`src/rtl/lsu_pkg.sv`:
```
// Shared types and constants for the load/store unit: FSM encoding, access
// size codes, bus widths and the latched request payload.
`timescale 1ns/1ps
package lsu_pkg;

  localparam int unsigned WORD_AW = 16;
  localparam int unsigned BYTE_AW = 18;
  localparam int unsigned DATA_W  = 32;
  localparam int unsigned LANE_W  = 2;

  typedef enum logic [2:0] {
    ST_IDLE = 3'd0,
    ST_RD   = 3'd1,
    ST_WT   = 3'd2,
    ST_WR   = 3'd3,
    ST_RSP  = 3'd4
  } state_e;

  typedef enum logic [1:0] {
    SZ_BYTE = 2'd0,
    SZ_HALF = 2'd1,
    SZ_WORD = 2'd2,
    SZ_RSVD = 2'd3
  } size_e;

  typedef struct packed {
    logic                 write;
    size_e                size;
    logic                 is_signed;
    logic [BYTE_AW-1:0]   addr;
    logic [DATA_W-1:0]    wdata;
  } req_t;

  // Reserved size code is always treated as misaligned.
  function automatic logic misaligned(input size_e size, input logic [LANE_W-1:0] lane);
    case (size)
      SZ_BYTE: misaligned = 1'b0;
      SZ_HALF: misaligned = lane[0];
      SZ_WORD: misaligned = |lane;
      default: misaligned = 1'b1;
    endcase
  endfunction

endpackage

```
`src/rtl/load_store_unit_if.sv`:
```
// Request/response handshake bundle between the execute stage (master) and
// the load/store unit (slave).
`timescale 1ns/1ps
interface load_store_unit_if;
  import lsu_pkg::*;

  logic                req_valid;
  logic                req_ready;
  logic                req_write;
  logic [1:0]          req_size;
  logic                req_signed;
  logic [BYTE_AW-1:0]  req_addr;
  logic [DATA_W-1:0]   req_wdata;
  logic                resp_valid;
  logic                resp_ready;
  logic [DATA_W-1:0]   resp_rdata;
  logic                resp_err;

  modport master (
    output req_valid, req_write, req_size, req_signed, req_addr, req_wdata, resp_ready,
    input  req_ready, resp_valid, resp_rdata, resp_err
  );

  modport slave (
    input  req_valid, req_write, req_size, req_signed, req_addr, req_wdata, resp_ready,
    output req_ready, resp_valid, resp_rdata, resp_err
  );

endinterface

```
`src/rtl/lsu_lane.sv`:
```
// Little-endian lane logic: extract/extend a sub-word for loads and merge
// store data into the addressed lane for read-modify-write.
`timescale 1ns/1ps
module lsu_lane
  import lsu_pkg::*;
(
  input  logic [DATA_W-1:0] word,
  input  logic [LANE_W-1:0] lane,
  input  size_e             size,
  input  logic              is_signed,
  input  logic [DATA_W-1:0] wdata,
  output logic [DATA_W-1:0] rdata_c,
  output logic [DATA_W-1:0] merged_c
);

  logic [7:0]  byte_v;
  logic [15:0] half_v;

  always_comb begin
    byte_v   = word[{lane, 3'b000} +: 8];
    half_v   = word[{lane[1], 4'b0000} +: 16];
    rdata_c  = word;
    merged_c = word;
    case (size)
      SZ_BYTE: begin
        rdata_c = {{24{is_signed & byte_v[7]}}, byte_v};
        merged_c[{lane, 3'b000} +: 8] = wdata[7:0];
      end
      SZ_HALF: begin
        rdata_c = {{16{is_signed & half_v[15]}}, half_v};
        merged_c[{lane[1], 4'b0000} +: 16] = wdata[15:0];
      end
      default: begin
        rdata_c  = word;
        merged_c = wdata;
      end
    endcase
  end

endmodule

```
`src/rtl/load_store_unit.sv`:
```
// Memory-access stage: byte-addressed load/store requests mapped onto a
// word-wide memory with a one-cycle registered read port.
`timescale 1ns/1ps
module load_store_unit
  import lsu_pkg::*;
(
  input  logic               clk,
  input  logic               reset,
  load_store_unit_if.slave   bus,
  output logic               mem_write,
  output logic [WORD_AW-1:0] mem_addr,
  output logic [DATA_W-1:0]  mem_datain,
  input  logic [DATA_W-1:0]  mem_dataout
);

  state_e              state_q, state_d;
  req_t                req_q, req_d;
  logic                req_ready_q, req_ready_d;
  logic                resp_valid_q, resp_valid_d;
  logic [DATA_W-1:0]   resp_rdata_q, resp_rdata_d;
  logic                resp_err_q, resp_err_d;
  logic                mem_write_q, mem_write_d;
  logic [WORD_AW-1:0]  mem_addr_q, mem_addr_d;
  logic [DATA_W-1:0]   mem_datain_q, mem_datain_d;

  logic [DATA_W-1:0]   lane_rdata_c;
  logic [DATA_W-1:0]   lane_merged_c;
  size_e               in_size_c;

  assign in_size_c = size_e'(bus.req_size);

  lsu_lane u_lane (
    .word      (mem_dataout),
    .lane      (req_q.addr[LANE_W-1:0]),
    .size      (req_q.size),
    .is_signed (req_q.is_signed),
    .wdata     (req_q.wdata),
    .rdata_c   (lane_rdata_c),
    .merged_c  (lane_merged_c)
  );

  // Next-state and next-output computation; all outputs leave from flops.
  always_comb begin
    state_d      = state_q;
    req_d        = req_q;
    req_ready_d  = req_ready_q;
    resp_valid_d = resp_valid_q;
    resp_rdata_d = resp_rdata_q;
    resp_err_d   = resp_err_q;
    mem_write_d  = 1'b0;
    mem_addr_d   = mem_addr_q;
    mem_datain_d = mem_datain_q;

    case (state_q)
      ST_IDLE: begin
        if (bus.req_valid) begin
          req_d.write     = bus.req_write;
          req_d.size      = in_size_c;
          req_d.is_signed = bus.req_signed;
          req_d.addr      = bus.req_addr;
          req_d.wdata     = bus.req_wdata;
          req_ready_d     = 1'b0;
          if (misaligned(in_size_c, bus.req_addr[LANE_W-1:0])) begin
            state_d      = ST_RSP;
            resp_valid_d = 1'b1;
            resp_err_d   = 1'b1;
            resp_rdata_d = '0;
          end else if (bus.req_write && in_size_c == SZ_WORD) begin
            state_d      = ST_WR;
            mem_write_d  = 1'b1;
            mem_addr_d   = bus.req_addr[BYTE_AW-1:LANE_W];
            mem_datain_d = bus.req_wdata;
          end else begin
            state_d    = ST_RD;
            mem_addr_d = bus.req_addr[BYTE_AW-1:LANE_W];
          end
        end
      end
      ST_RD: state_d = ST_WT;
      // Read data is on mem_dataout here; finish a load or build the merged word.
      ST_WT: begin
        if (req_q.write) begin
          state_d      = ST_WR;
          mem_write_d  = 1'b1;
          mem_addr_d   = req_q.addr[BYTE_AW-1:LANE_W];
          mem_datain_d = lane_merged_c;
        end else begin
          state_d      = ST_RSP;
          resp_valid_d = 1'b1;
          resp_rdata_d = lane_rdata_c;
          resp_err_d   = 1'b0;
        end
      end
      ST_WR: begin
        state_d      = ST_RSP;
        resp_valid_d = 1'b1;
        resp_rdata_d = '0;
        resp_err_d   = 1'b0;
      end
      ST_RSP: begin
        if (bus.resp_ready) begin
          state_d      = ST_IDLE;
          req_ready_d  = 1'b1;
          resp_valid_d = 1'b0;
          resp_rdata_d = '0;
          resp_err_d   = 1'b0;
        end
      end
      default: begin
        state_d     = ST_IDLE;
        req_ready_d = 1'b1;
      end
    endcase
  end

  always_ff @(posedge clk) begin
    if (!reset) begin
      state_q      <= ST_IDLE;
      req_q        <= '0;
      req_ready_q  <= 1'b1;
      resp_valid_q <= 1'b0;
      resp_rdata_q <= '0;
      resp_err_q   <= 1'b0;
      mem_write_q  <= 1'b0;
      mem_addr_q   <= '0;
      mem_datain_q <= '0;
    end else begin
      state_q      <= state_d;
      req_q        <= req_d;
      req_ready_q  <= req_ready_d;
      resp_valid_q <= resp_valid_d;
      resp_rdata_q <= resp_rdata_d;
      resp_err_q   <= resp_err_d;
      mem_write_q  <= mem_write_d;
      mem_addr_q   <= mem_addr_d;
      mem_datain_q <= mem_datain_d;
    end
  end

  assign bus.req_ready  = req_ready_q;
  assign bus.resp_valid = resp_valid_q;
  assign bus.resp_rdata = resp_rdata_q;
  assign bus.resp_err   = resp_err_q;
  assign mem_write      = mem_write_q;
  assign mem_addr       = mem_addr_q;
  assign mem_datain     = mem_datain_q;

endmodule

```
`src/flat_wrapper.sv`:
```
// flat-port wrapper written by rule: the top's interface ports become plain ports
module load_store_unit_flat import lsu_pkg::*;
  (clk, reset, mem_write, mem_addr, mem_datain, mem_dataout, bus_req_valid, bus_req_write, bus_req_size, bus_req_signed, bus_req_addr, bus_req_wdata, bus_resp_ready, bus_req_ready, bus_resp_valid, bus_resp_rdata, bus_resp_err);
  load_store_unit_if bus_i ();
  input  logic clk;
  input  logic reset;
  output logic mem_write;
  output logic [WORD_AW-1:0] mem_addr;
  output logic [DATA_W-1:0] mem_datain;
  input  logic [DATA_W-1:0] mem_dataout;
  input wire logic [$bits(bus_i.req_valid)-1:0] bus_req_valid;
  input wire logic [$bits(bus_i.req_write)-1:0] bus_req_write;
  input wire logic [$bits(bus_i.req_size)-1:0] bus_req_size;
  input wire logic [$bits(bus_i.req_signed)-1:0] bus_req_signed;
  input wire logic [$bits(bus_i.req_addr)-1:0] bus_req_addr;
  input wire logic [$bits(bus_i.req_wdata)-1:0] bus_req_wdata;
  input wire logic [$bits(bus_i.resp_ready)-1:0] bus_resp_ready;
  output wire logic [$bits(bus_i.req_ready)-1:0] bus_req_ready;
  output wire logic [$bits(bus_i.resp_valid)-1:0] bus_resp_valid;
  output wire logic [$bits(bus_i.resp_rdata)-1:0] bus_resp_rdata;
  output wire logic [$bits(bus_i.resp_err)-1:0] bus_resp_err;
  assign bus_i.req_valid = bus_req_valid;
  assign bus_i.req_write = bus_req_write;
  assign bus_i.req_size = bus_req_size;
  assign bus_i.req_signed = bus_req_signed;
  assign bus_i.req_addr = bus_req_addr;
  assign bus_i.req_wdata = bus_req_wdata;
  assign bus_i.resp_ready = bus_resp_ready;
  assign bus_req_ready = bus_i.req_ready;
  assign bus_resp_valid = bus_i.resp_valid;
  assign bus_resp_rdata = bus_i.resp_rdata;
  assign bus_resp_err = bus_i.resp_err;
  load_store_unit u_core (.clk(clk), .reset(reset), .bus(bus_i), .mem_write(mem_write), .mem_addr(mem_addr), .mem_datain(mem_datain), .mem_dataout(mem_dataout));
endmodule
```
`config.mk`:
```
export PLATFORM = sky130hd
export DESIGN_NAME = load_store_unit_flat
export DESIGN_NICKNAME = d
export VERILOG_FILES = /design/src/rtl/lsu_pkg.sv /design/src/rtl/load_store_unit_if.sv /design/src/rtl/lsu_lane.sv /design/src/rtl/load_store_unit.sv /design/src/flat_wrapper.sv
export SDC_FILE = /design/constraint.sdc
export NUM_CORES = 1
export LEC_CHECK = 0
export CORE_MARGIN = 4
export CORE_UTILIZATION = 46
export CTS_CLUSTER_DIAMETER = 150
export DETAILED_ROUTE_END_ITERATION = 8
export PLACE_DENSITY_LB_ADDON = 0.12
export SYNTH_ARGS = -nofsm -noshare
export SYNTH_HDL_FRONTEND = slang
export SYNTH_HIERARCHICAL = 1
export SYNTH_SLANG_ARGS = --single-unit
```
`constraint.sdc`:
```
create_clock -name clk -period 2.2 [get_ports clk]
set_input_delay 0.55 -clock clk [delete_from_list [all_inputs] [get_ports clk]]
set_output_delay 0.55 -clock clk [all_outputs]
set_load 0.05 [all_outputs]
```
After elaboration in Yosys (flattened, before gate mapping). Cells that the tools add are included.

Output and inout port bits: 84. Register bits after elaboration: 141. Logic and storage cells: 94.

Reduce and logical (&&, ||, !) cells: 14. Shift-type cells: 6. Eq/ne operators: 14. Muxes and demuxes: 42. Bitwise operators: 3. $add $sub $neg: 2.

Operator list (count): 32-bit 2-to-1 mux (8); 32-bit one-hot mux with 2 select lines (3); 32-bit one-hot mux with 4 select lines (1); 32-bit bitwise mux (2); 16-bit 2-to-1 mux (3); 16-bit one-hot mux with 2 select lines (1); 16-bit by 7-bit variable shift with 32-bit output, first input constant (1); 8-bit by 7-bit variable shift with 32-bit output, first input constant (1); 16-bit by 7-bit variable part select with 32-bit output (1); 32-bit by 6-bit variable part select with 16-bit output (1); 32-bit by 6-bit variable part select with 8-bit output (1); 8-bit by 7-bit variable part select with 32-bit output (1); 3-bit one-hot mux with 5 select lines (1); 5-bit negator with 7-bit output (2); 1-bit 2-to-1 mux (13); 3-bit 2-to-1 mux (4); 5-bit AND reduction (2); 2-bit inequality test, second input constant (4); 1-bit one-hot mux with 4 select lines (2); 3-bit by 2-bit equality test with 1-bit output, second input constant (2); 2-bit by 1-bit inequality test with 1-bit output, second input constant (3); 1-bit one-hot mux with 3 select lines (2); 2-bit by 1-bit equality test with 1-bit output, second input constant (2); 2-bit logical NOT (2); 16 further kinds (18).

Longest topological paths before layout. Gate-level depths: netlist of run 1.

Depth after elaboration: 7. Depth in mapped cells: 12.

Hierarchy. Netlist of run 1, hierarchy kept.

By module, submodules not included: load_store_unit (cells an instance 675, area each 6114.6 um2, instances 1); lsu_lane (cells an instance 260, area each 1749.2 um2, instances 1).

Least setup slack after synthesis of run 1. No wires, ideal clock.

Path type: register -> register. Start: reg u_core/req_q[33] (netlist bit). End: reg u_core.mem_datain_q[30] (netlist: u_core/mem_datain[30]). Path slack: -0.070 ns. Data required time: 2.128 ns. Cell stages (with the launch flop): 12. Buffers on the path: 3. Arrival time: 2.198 ns. Library setup time: 0.072 ns. Path through: dfxtp_1 > buf_4 > inv_2 > clkbuf_1 > ha_1 > and4b_1 > clkbuf_1 > a21oi_1 > a21oi_1 > mux2_2 > nand2_1 > mux2i_1.

Word-level cells in the longest chain between the ends: 6. Elaborated cells on any way between the ends: 11. Classes of those cells: add/sub (2); shift (4); mux (5).

RTL lines: start: declaration (RTL line load_store_unit.sv:17) `req_t req_q, req_d;`; start signal: assignment (RTL line load_store_unit.sv:129) `req_q <= req_d;`; 5-bit negator with 7-bit output, on equally long branches (RTL line lsu_lane.sv:31, lsu_lane.sv:27); 16-bit by 7-bit variable part select with 32-bit output (tied with other cells) (RTL line lsu_lane.sv:31) `merged_c[{lane[1], 4'b0000} +: 16] = wdata[15:0];`; 32-bit bitwise mux, on equally long branches (RTL line lsu_lane.sv:31, lsu_lane.sv:27); 32-bit one-hot mux with 2 select lines * (RTL line lsu_lane.sv:24) `case (size)`; net u_core.lane_merged_c[30] (RTL line load_store_unit.sv:27) `logic [DATA_W-1:0] lane_merged_c;`; 32-bit 2-to-1 mux * (RTL line load_store_unit.sv:82) `if (req_q.write) begin`; 32-bit one-hot mux with 2 select lines * (RTL line load_store_unit.sv:54) `case (state_q)`; end signal: assignment (RTL line load_store_unit.sv:136) `mem_datain_q <= mem_datain_d;`; end: declaration (RTL line load_store_unit.sv:24) `logic [DATA_W-1:0] mem_datain_q, mem_datain_d;`.

Mark *: on every way through the listed nets, which the timed path passes. The rest lies on a longest branch. The select of a mux whose other input is x is not followed. A chain may end at the register's enable or synchronous reset.

Worst setup path in the final report of run 1.
Start: reg u_core.resp_rdata_q[15] (netlist: u_core/bus.resp_rdata[15]). End: out bus_resp_rdata[15].

RTL lines: start: declaration (RTL line load_store_unit.sv:20) `logic [DATA_W-1:0] resp_rdata_q, resp_rdata_d;`; start signal: assignment (RTL line load_store_unit.sv:132) `resp_rdata_q <= resp_rdata_d;`; end: declaration (RTL line flat_wrapper.sv:20) `output wire logic [$bits(bus_i.resp_rdata)-1:0] bus_resp_rdata;`.

No word-level cell between the ends.

==> results of run 1 <==
[where the power goes]
part	internal (W)	switching [W]	leakage, nW	total [W]
clock	0.00164	0.00121	0.280	0.00285
sequential	0.00269	0.000101	1.15	0.00279
combinational	0.000842	0.00107	2.97	0.00191
total	0.00518	0.00237	4.40	0.00755
[final cells by class]
cell class / instances / area (um2) / area share (%)
clock buffer: 19 / 453 / 4.22
multi-input combinational: 705 / 4630 / 43.2
sequential: 141 / 2830 / 26.3
clock inverter: 13 / 133 / 1.24
timing repair buffer: 248 / 2390 / 22.3
inverter: 6 / 25.0 / 0.233
tap: 220 / 275 / 2.56
[state kept, by name, indices dropped and copies added (netlist names), 3 cells and up]
signal                 count
u_core/mem_datain         32
u_core/bus.resp_rdata     32
u_core/mem_addr           16
u_core/state_q             3
u_core/req_q              54
[per-stage QoR]
stage                     hold WS, ns  setup WS (ns)  setup TNS, ns  instances
after floorplan                 0.440         0.0435              0        935
after global placement          0.444         -0.179         -12.31       1319
after detailed placement        0.449         -0.263         -17.34       1319
after CTS                       0.447        0.00868              0       1351
after global routing            0.469        0.00674              0       1352
final                           0.458         0.0266              0       1352
[cell families (layout without fill, tap and decap cells)]
kind of cell	count (synthesis)	in the layout	synth area share [%]
muxes	137	137	18.3
and+or+nand+nor	338	338	18.2
buffers and inverters	89	286	5.79
DFF	141	141	35.9
AOI/OAI and AO/OA	225	225	21.0
adders and majority gates	5	5	0.796
[cells in the final DEF (no fill, tap or decap), drive strengths merged, types with 27 or more instances in the layout]
cell,netlist,routed
clkdlybuf4s50,0,166
nand2,238,238
a21boi,54,54
buf,38,79
mux2,46,46
mux2i,90,90
dfxtp,141,141
nor2,27,27
a22o,28,28
nand3,36,36
a21oi,53,53
[timing repair]
action,in CTS,in global routing
resized for setup,4,5
setup endpoints to repair,16,26
buffers inserted,0,1
pin swaps,0,1
endpoints found under the hold margin,0,0
[path summary, 6_finish.rpt]
check	endpoint	slack, ns	cells after the start
worst max register to register	u_core/mem_datain[22]$_SDFFE_PN0P_	0.12	9
worst min-delay path	u_core/bus.resp_rdata[4]$_SDFFE_PN0P_	0.46	2
worst max-delay path	bus_resp_rdata[15]	0.03	1
worst min register to register	u_core/bus.resp_rdata[4]$_SDFFE_PN0P_	0.46	2
[routing by layer]
layer	wire, um	GRT usage (%)	part of all wire, %	up-vias
met5	8	0	0.032	-
met4	475	8.34	1.9	2
met3	1770	6.00	7.2	41
met2	11200	39.4	45	300
met1	11200	33.8	45	3543
li1	-	-	-	3665
==> results_dict.tcl, run 1 <==
set metrics [dict create \
    drt-initial-drc-count 572 \
    clock-sinks 141 \
    root_buffer "clkbuf_16" \
    antenna_found_initial 1 \
    die_y_um 139 \
    critical_path_peak_fanout 2 \
    drc 0 \
    die_x_um 139 \
    grt_max_degree 66 \
    yosys-top-cells-count "nand2_1, dfxtp_1, mux2i_1, a21boi_0, a21oi_1" \
    finalNetCount 1214 \
    synth_cells 935 \
    maxSlewViolCount 0 \
    antenna_left 0 \
    cts_tree "yes" \
    synth-edff-count 0 \
    antenna_cells 0 \
    port_buffers 173 \
    arrival_ns 1.62 \
    wl_per_cell_um 18.2 \
    setup_viol 0 \
    start_kind "register" \
    max_stage_delay_ns 0.83 \
    critPathBufInv 1 \
    min_from "u_core/bus.resp_rdata[4]$_SDFFE_PN0P_" \
    yosysTopAreaCellShare_pct 35.9 \
    numCtsBuffers 17 \
    min_period_ns 2.17 \
    path_class "register to output pin" \
    syn_nets 1030 \
    core-area_um2 16600 \
    hold_violations 0 \
    netlist_area_um2 7860 \
    gp_congestion 0.985 \
    crit_family "buffers and inverters" \
    final_cell_area_um2 10700 \
    track_usage_pct 25.0 \
    clock_latency_ns 0.43 \
    cts_max_level 4 \
    hold_class "register to register" \
    dp_hpwl_um 17800 \
    path_clk_slew_ns 0.06 \
    worst_setup_path_end_kind "output pin" \
    grt_pass1_wl_um 39300 \
    pin_count 174 \
    rr_startpoint "u_core/req_q[33]$_SDFFE_PN0P_" \
    synth_area_leaders "dfxtp_1, mux2i_1, nand2_1" \
    synth_cell_types 56 \
    ys_seq_area_share_pct 35.9 \
    final_layout_size_suffix_gt1_share_pct 15.5 \
    status "finished, final reports clean" \
    ir_worst_vdd_mv 0.577 \
    synthFlopType "dfxtp_1" \
    totalWireLength_um 24600 \
    max_slew_margin_pct 57.8 \
    fin_crit_sh_pct 98.8 \
    timing.fmax_mhz 460 \
    rsz0062_at_grt "no" \
    vias 7551 \
    rows 47 \
    cap_violations 0 \
    place_area_um2 10100 \
    holdBufCountCts 0 \
    yosys.cell_count.top_type "nand2_1" \
    syn_avg_cell_area_um2 8.41 \
    pwr_density_cell_nw_per_um2 703 \
    start_util_pct 47.3 \
    vias_per_cell 5.59 \
    firstDrtPassIters 5 \
    ys_async_sr_fraction_pct 0 \
    worst-slew-pin-transition_ns 0.633 \
    required_ns 1.65 \
    utilization_pct 64.5 \
    synth_seq_cells 141 \
    cp_cell_sequence "clkdlybuf4s50_1" \
    yosys_warnings 6 \
    area_delta_synth_final_pct 36.5 \
    die-area_um2 19300 \
    clock_path_buffers 2 \
    synth_top_area_cell "dfxtp_1" \
    skew_ns 0.00877 \
    nFillCells 1463 \
    first_global_vias 7364 \
    setup.worst_path.start "u_core/bus.resp_rdata[15]$_SDFFE_PN0P_" \
    p_leak_nw 4.40 \
    p_total_w 0.00755 \
    grt_remaining_overflow 0 \
    crit_slowest_cell "clkdlybuf4s50_1" \
]
Power figures use the tool's default switching activity.
==> run 2: changes to the inputs <==
--- a/config.mk
+++ b/config.mk
@@ -5,9 +5,9 @@
 export SDC_FILE = /design/constraint.sdc
 export NUM_CORES = 1
 export LEC_CHECK = 0
-export CORE_MARGIN = 4
+export CORE_MARGIN = 8
 export CORE_UTILIZATION = 46
-export CTS_CLUSTER_DIAMETER = 150
+export CTS_CLUSTER_DIAMETER = 100
 export DETAILED_ROUTE_END_ITERATION = 8
 export PLACE_DENSITY_LB_ADDON = 0.12
 export SYNTH_ARGS = -nofsm -noshare
==> results_dict.tcl, run 2 (synthesis results as in run 1) <==
set metrics [dict create \
    dp.cells 1325 \
    firstDrtPassIters 5 \
    port_buffers 173 \
    mostFrequentLayoutCells "nand2_1, clkdlybuf4s50_1, dfxtp_1, mux2i_1, buf_4" \
    track_usage_pct 22.9 \
    grt_pass1_wl_um 39500 \
    hold_class "input port to register" \
    skew_ns 0.00848 \
    antenna_left 0 \
    setup.worst_path.start "u_core/bus.resp_rdata[11]$_SDFFE_PN0P_" \
    path_clk_slew_ns 0.06 \
    critPathBufInv 1 \
    pin_count 174 \
    clock_path_buffers 2 \
    p_leak_nw 4.47 \
    grt_max_degree 73 \
    die_y_um 147 \
    timing.fmax_mhz 464 \
    crit_slowest_cell "clkdlybuf4s50_1" \
    r2r_slack_ns 0.08 \
    utilization_pct 63.8 \
    rows 48 \
    rr_endpoint "u_core/mem_datain[22]$_SDFFE_PN0P_" \
    finalNetCount 1215 \
    seq_area_um2 2830 \
    worst_setup_path_end_kind "output pin" \
    die-area_um2 21500 \
    clock_latency_ns 0.42 \
    final_layout_size_suffix_gt1_share_pct 15.8 \
    min_period_ns 2.16 \
    antenna_found_initial 3 \
    layout_commonest_cell "nand2_1" \
    status "finished, final reports clean" \
    setup_viol 0 \
    die_x_um 147 \
    cts_max_level 4 \
    gp_congestion 0.918 \
    start_util_pct 46.3 \
    totalWireLength_um 25200 \
    drt-initial-drc-count 601 \
    vias_per_cell 5.50 \
    nFillCells 1524 \
    start_kind "register" \
    worst-slew-pin-transition_ns 0.592 \
    area_delta_synth_final_pct 37.8 \
    required_ns 1.65 \
    place_area_um2 10100 \
    dp_worst_setup_slack_ns -0.226 \
    fin_crit_sh_pct 98.0 \
    cap_violations 0 \
    crit_family "buffers and inverters" \
    final_cell_area_um2 10800 \
    pwr_density_cell_nw_per_um2 730 \
    arrival_ns 1.61 \
    finalNonFillerCells 1360 \
    core-area_um2 17000 \
    root_buffer "clkbuf_16" \
    rsz0062_at_grt "no" \
    path_class "register to output pin" \
    min_from "reset" \
    regMostFlops "u_core/req_q" \
    ff2ff_path_depth 9 \
    hold_violations 0 \
    first_global_vias 7280 \
    cts_tree "yes" \
    grt_remaining_overflow 0 \
    holdBufCountCts 0 \
    clock-sinks 141 \
    largest_reg_flops 54 \
    numCtsBuffers 17 \
    setup_ws_ns 0.0435 \
    crit_cells 1 \
    crit_path_end "bus_resp_rdata[11]" \
    rr_startpoint "u_core/req_q[33]$_SDFFE_PN0P_" \
    ir_worst_vdd_mv 0.602 \
    maxSlewViolCount 0 \
    max_slew_margin_pct 60.5 \
    drc 0 \
    wl_per_cell_um 18.5 \
    cp_cell_sequence "clkdlybuf4s50_1" \
    dp_hpwl_um 18500 \
    multi_input_area_um2 4640 \
    critical_path_peak_fanout 2 \
    vias 7483 \
    max_stage_delay_ns 0.83 \
]
run 2: cell types whose count changed in the layout (fill, tap and decap cells not counted), moves of 2 or more:
cell	previous run	this run
buf_4	70	72
bufinv_16	1	5
clkinvlp_4	3	0
diode_2	0	2
inv_8	2	0
run 2: cell type report:
type | count | share of cell area (%)
well taps | 225 | 2.60
inverters | 6 | 0.231
repair buffers | 249 | 22.2
flip-flops and latches | 141 | 26.1
diodes | 2 | 0.0462
multi-input cells | 705 | 42.8
clock inverters | 13 | 1.96
clock buffers | 19 | 4.09
run 2: report_power, final:
part           switching, W  leakage, nW  internal [W]
Sequential         0.000108         1.15       0.00269
Clock               0.00116        0.322       0.00205
Combinational       0.00106         2.99      0.000845
Total               0.00232         4.47       0.00559
run 2: metrics by stage:
stage | hold slack [ns] | TNS (ns) | total power (W)
final | 0.456 | 0 | 0.00792
after global routing | 0.467 | 0 | 0.00824
after CTS | 0.442 | -0.614 | 0.00796
after detailed placement | 0.448 | -15.68 | 0.00473
after global placement | 0.442 | -13.82 | 0.00473
after floorplan | 0.440 | 0 | 0.00404
run 2: repair_timing:
| item | CTS | global route |
|---|---|---|
| cloned | 0 | 0 |
| pin swaps | 0 | 1 |
| resized for setup | 0 | 12 |
| setup buffers | 0 | 1 |
| endpoints found under the hold margin | 0 | 0 |
| setup endpoints to repair | 15 | 34 |
run 2: worst min path at each step:
stage,end,slack (ns),cells past startpoint
floorplan,u_core/req_q[51]$_SDFFE_PN0P_,0.44,2
global placement,u_core/bus.resp_rdata[10]$_SDFFE_PN0P_,0.44,2
detailed placement,u_core/bus.resp_rdata[5]$_SDFFE_PN0P_,0.45,2
CTS,u_core/bus.req_ready$_SDFFE_PN1P_,0.44,2
global route,u_core/bus.req_ready$_SDFFE_PN1P_,0.47,2
finish,u_core/bus.req_ready$_SDFFE_PN1P_,0.46,2
run 2: layer usage:
| layer | track usage [%] | up-vias | wire [um] |
|---|---|---|---|
| li1 | - | 3669 | - |
| met5 | 0 | - | 16 |
| met3 | 6.09 | 53 | 1920 |
| met2 | 36.0 | 285 | 11400 |
| met1 | 29.2 | 3474 | 11100 |
| met4 | 9.22 | 2 | 702 |
==> run 3: changes to the inputs <==
--- a/config.mk
+++ b/config.mk
@@ -5,6 +5,7 @@
 export SDC_FILE = /design/constraint.sdc
 export NUM_CORES = 1
 export LEC_CHECK = 0
+export CAP_MARGIN = 0
 export CORE_MARGIN = 8
 export CORE_UTILIZATION = 46
 export CTS_CLUSTER_DIAMETER = 100
==> constraint.sdc (replaced) <==
create_clock -name clk -period 2.2 [get_ports clk]
set_input_delay 0.33 -clock clk [delete_from_list [all_inputs] [get_ports clk]]
set_output_delay 0.33 -clock clk [all_outputs]
set_load 0.05 [all_outputs]
==> results_dict.tcl, run 3 (synthesis results as in run 1) <==
set metrics [dict create \
    final_layout_size_suffix_gt1_share_pct 14.2 \
    vias 7422 \
    die_x_um 147 \
    die-area_um2 21500 \
    grt_pass1_wl_um 39000 \
    pwr_density_cell_nw_per_um2 723 \
    p_leak_nw 4.31 \
    vias_per_cell 5.52 \
    regMostFlops "u_core/req_q" \
    setup_viol 0 \
    layout_commonest_cell "nand2_1" \
    critical_path_peak_fanout 18 \
    gp_congestion 0.949 \
    start_util_pct 46.3 \
    clock_path_buffers 2 \
    skew_ns 0.00855 \
    ir_worst_vdd_mv 0.511 \
    mostFrequentLayoutCells "nand2_1, clkdlybuf4s50_1, dfxtp_1, mux2i_1, a21boi_0" \
    utilization_pct 63.1 \
    top_layer "met4" \
    hold_violations 0 \
    antenna_left 0 \
    pin_count 174 \
    p_total_w 0.00775 \
    cap_violations 0 \
    clock-sinks 141 \
    numCtsBuffers 17 \
    finalNetCount 1199 \
    cts_max_level 4 \
    root_buffer "clkbuf_16" \
    wl_per_cell_um 18.6 \
    antenna_found_initial 2 \
    worst_setup_path_end_kind "register" \
    drt-initial-drc-count 563 \
    rows 48 \
    totalWireLength_um 25000 \
    wl_met2_um 11100 \
    status "finished, final reports clean" \
    cts_tree "yes" \
    port_buffers 173 \
    timing.fmax_mhz 465 \
    dp_worst_setup_slack_ns -0.0969 \
    min_from "reset" \
    rsz0062_at_grt "yes" \
    die_y_um 147 \
    drc 0 \
    largest_reg_flops 54 \
    met1_length_um 11400 \
    rr_startpoint "u_core/req_q[51]$_SDFFE_PN0P_" \
    hold_class "input port to register" \
    max_slew_margin_pct 61.3 \
    finalNonFillerCells 1344 \
    required_ns 2.56 \
    dp.cells 1309 \
    track_usage_pct 22.6 \
    worst-slew-pin-transition_ns 0.579 \
    dp_hpwl_um 18200 \
    maxSlewViolCount 0 \
    min_period_ns 2.15 \
    start_kind "register" \
    final.setup.tns_ns 0 \
    holdBufCountCts 0 \
    clock_latency_ns 0.43 \
    grt_max_degree 65 \
    first_global_vias 7052 \
    grt_remaining_overflow 0 \
    arrival_ns 2.51 \
    firstDrtPassIters 5 \
    path_clk_slew_ns 0.06 \
    setup_ws_ns 0.0501 \
    setup.worst_path.start "u_core/req_q[51]$_SDFFE_PN0P_" \
    fin_crit_sh_pct 97.7 \
    core-area_um2 17000 \
    dr_wl_met3_um 1880 \
    area_delta_synth_final_pct 36.3 \
    path_class "register to register" \
]
-- run 3: final timing paths --
| path | slack (ns) | depth (start not counted) | end |
|---|---|---|---|
| max | 0.05 | 7 | u_core/mem_datain[7]$_SDFFE_PN0P_ |
| min | 0.32 | 3 | u_core/bus.resp_rdata[22]$_SDFFE_PN0P_ |
| max reg2reg | 0.05 | 7 | u_core/mem_datain[7]$_SDFFE_PN0P_ |
| min reg2reg | 0.45 | 2 | u_core/mem_datain[30]$_SDFFE_PN0P_ |
-- run 3: timing repair --
action                                 CTS  global route
setup buffers                            0             1
setup endpoints to repair                1            28
gates resized for setup                  1             4
endpoints found under the hold margin    0             0
pin swaps                                0             1
-- run 3: layout make-up --
class,count,area [um2]
fill,1515,6280
multi-input combinational,705,4630
sequential,141,2830
timing repair buffer,233,2330
clock buffer,18,439
tap,225,282
clock inverter,14,181
inverter,6,22.5
antenna,2,5.00
-- run 3: layer usage --
metal / vias to the layer above / global-route usage [%]
li1: 3638 / -
met1: 3467 / 29.8
met2: 272 / 34.6
met3: 45 / 6.18
met4: 0 / 8.45
met5: - / 0
-- run 3: report_power, final --
group	internal (W)	switching, W	total (W)
Combinational	0.000845	0.00106	0.00190
Clock	0.00184	0.00121	0.00305
Sequential	0.00269	0.000104	0.00280
-- run 3: metrics by stage --
stage / hold WS (ns) / area (um2)
floorplan: 0.440 / 7870
global placement: 0.444 / 10100
detailed placement: 0.448 / 10100
CTS: 0.311 / 10700
global route: 0.340 / 10700
finish: 0.322 / 10700
-- run 3: critical path, stage by stage (launching register included) --
cell,delay (ns)
dfxtp_1,0.50
buf_12,0.20
clkinv_1,0.31
a21oi_2,0.51
a22o_1,0.25
mux2_2,0.15
nand2_1,0.04
mux2i_1,0.12
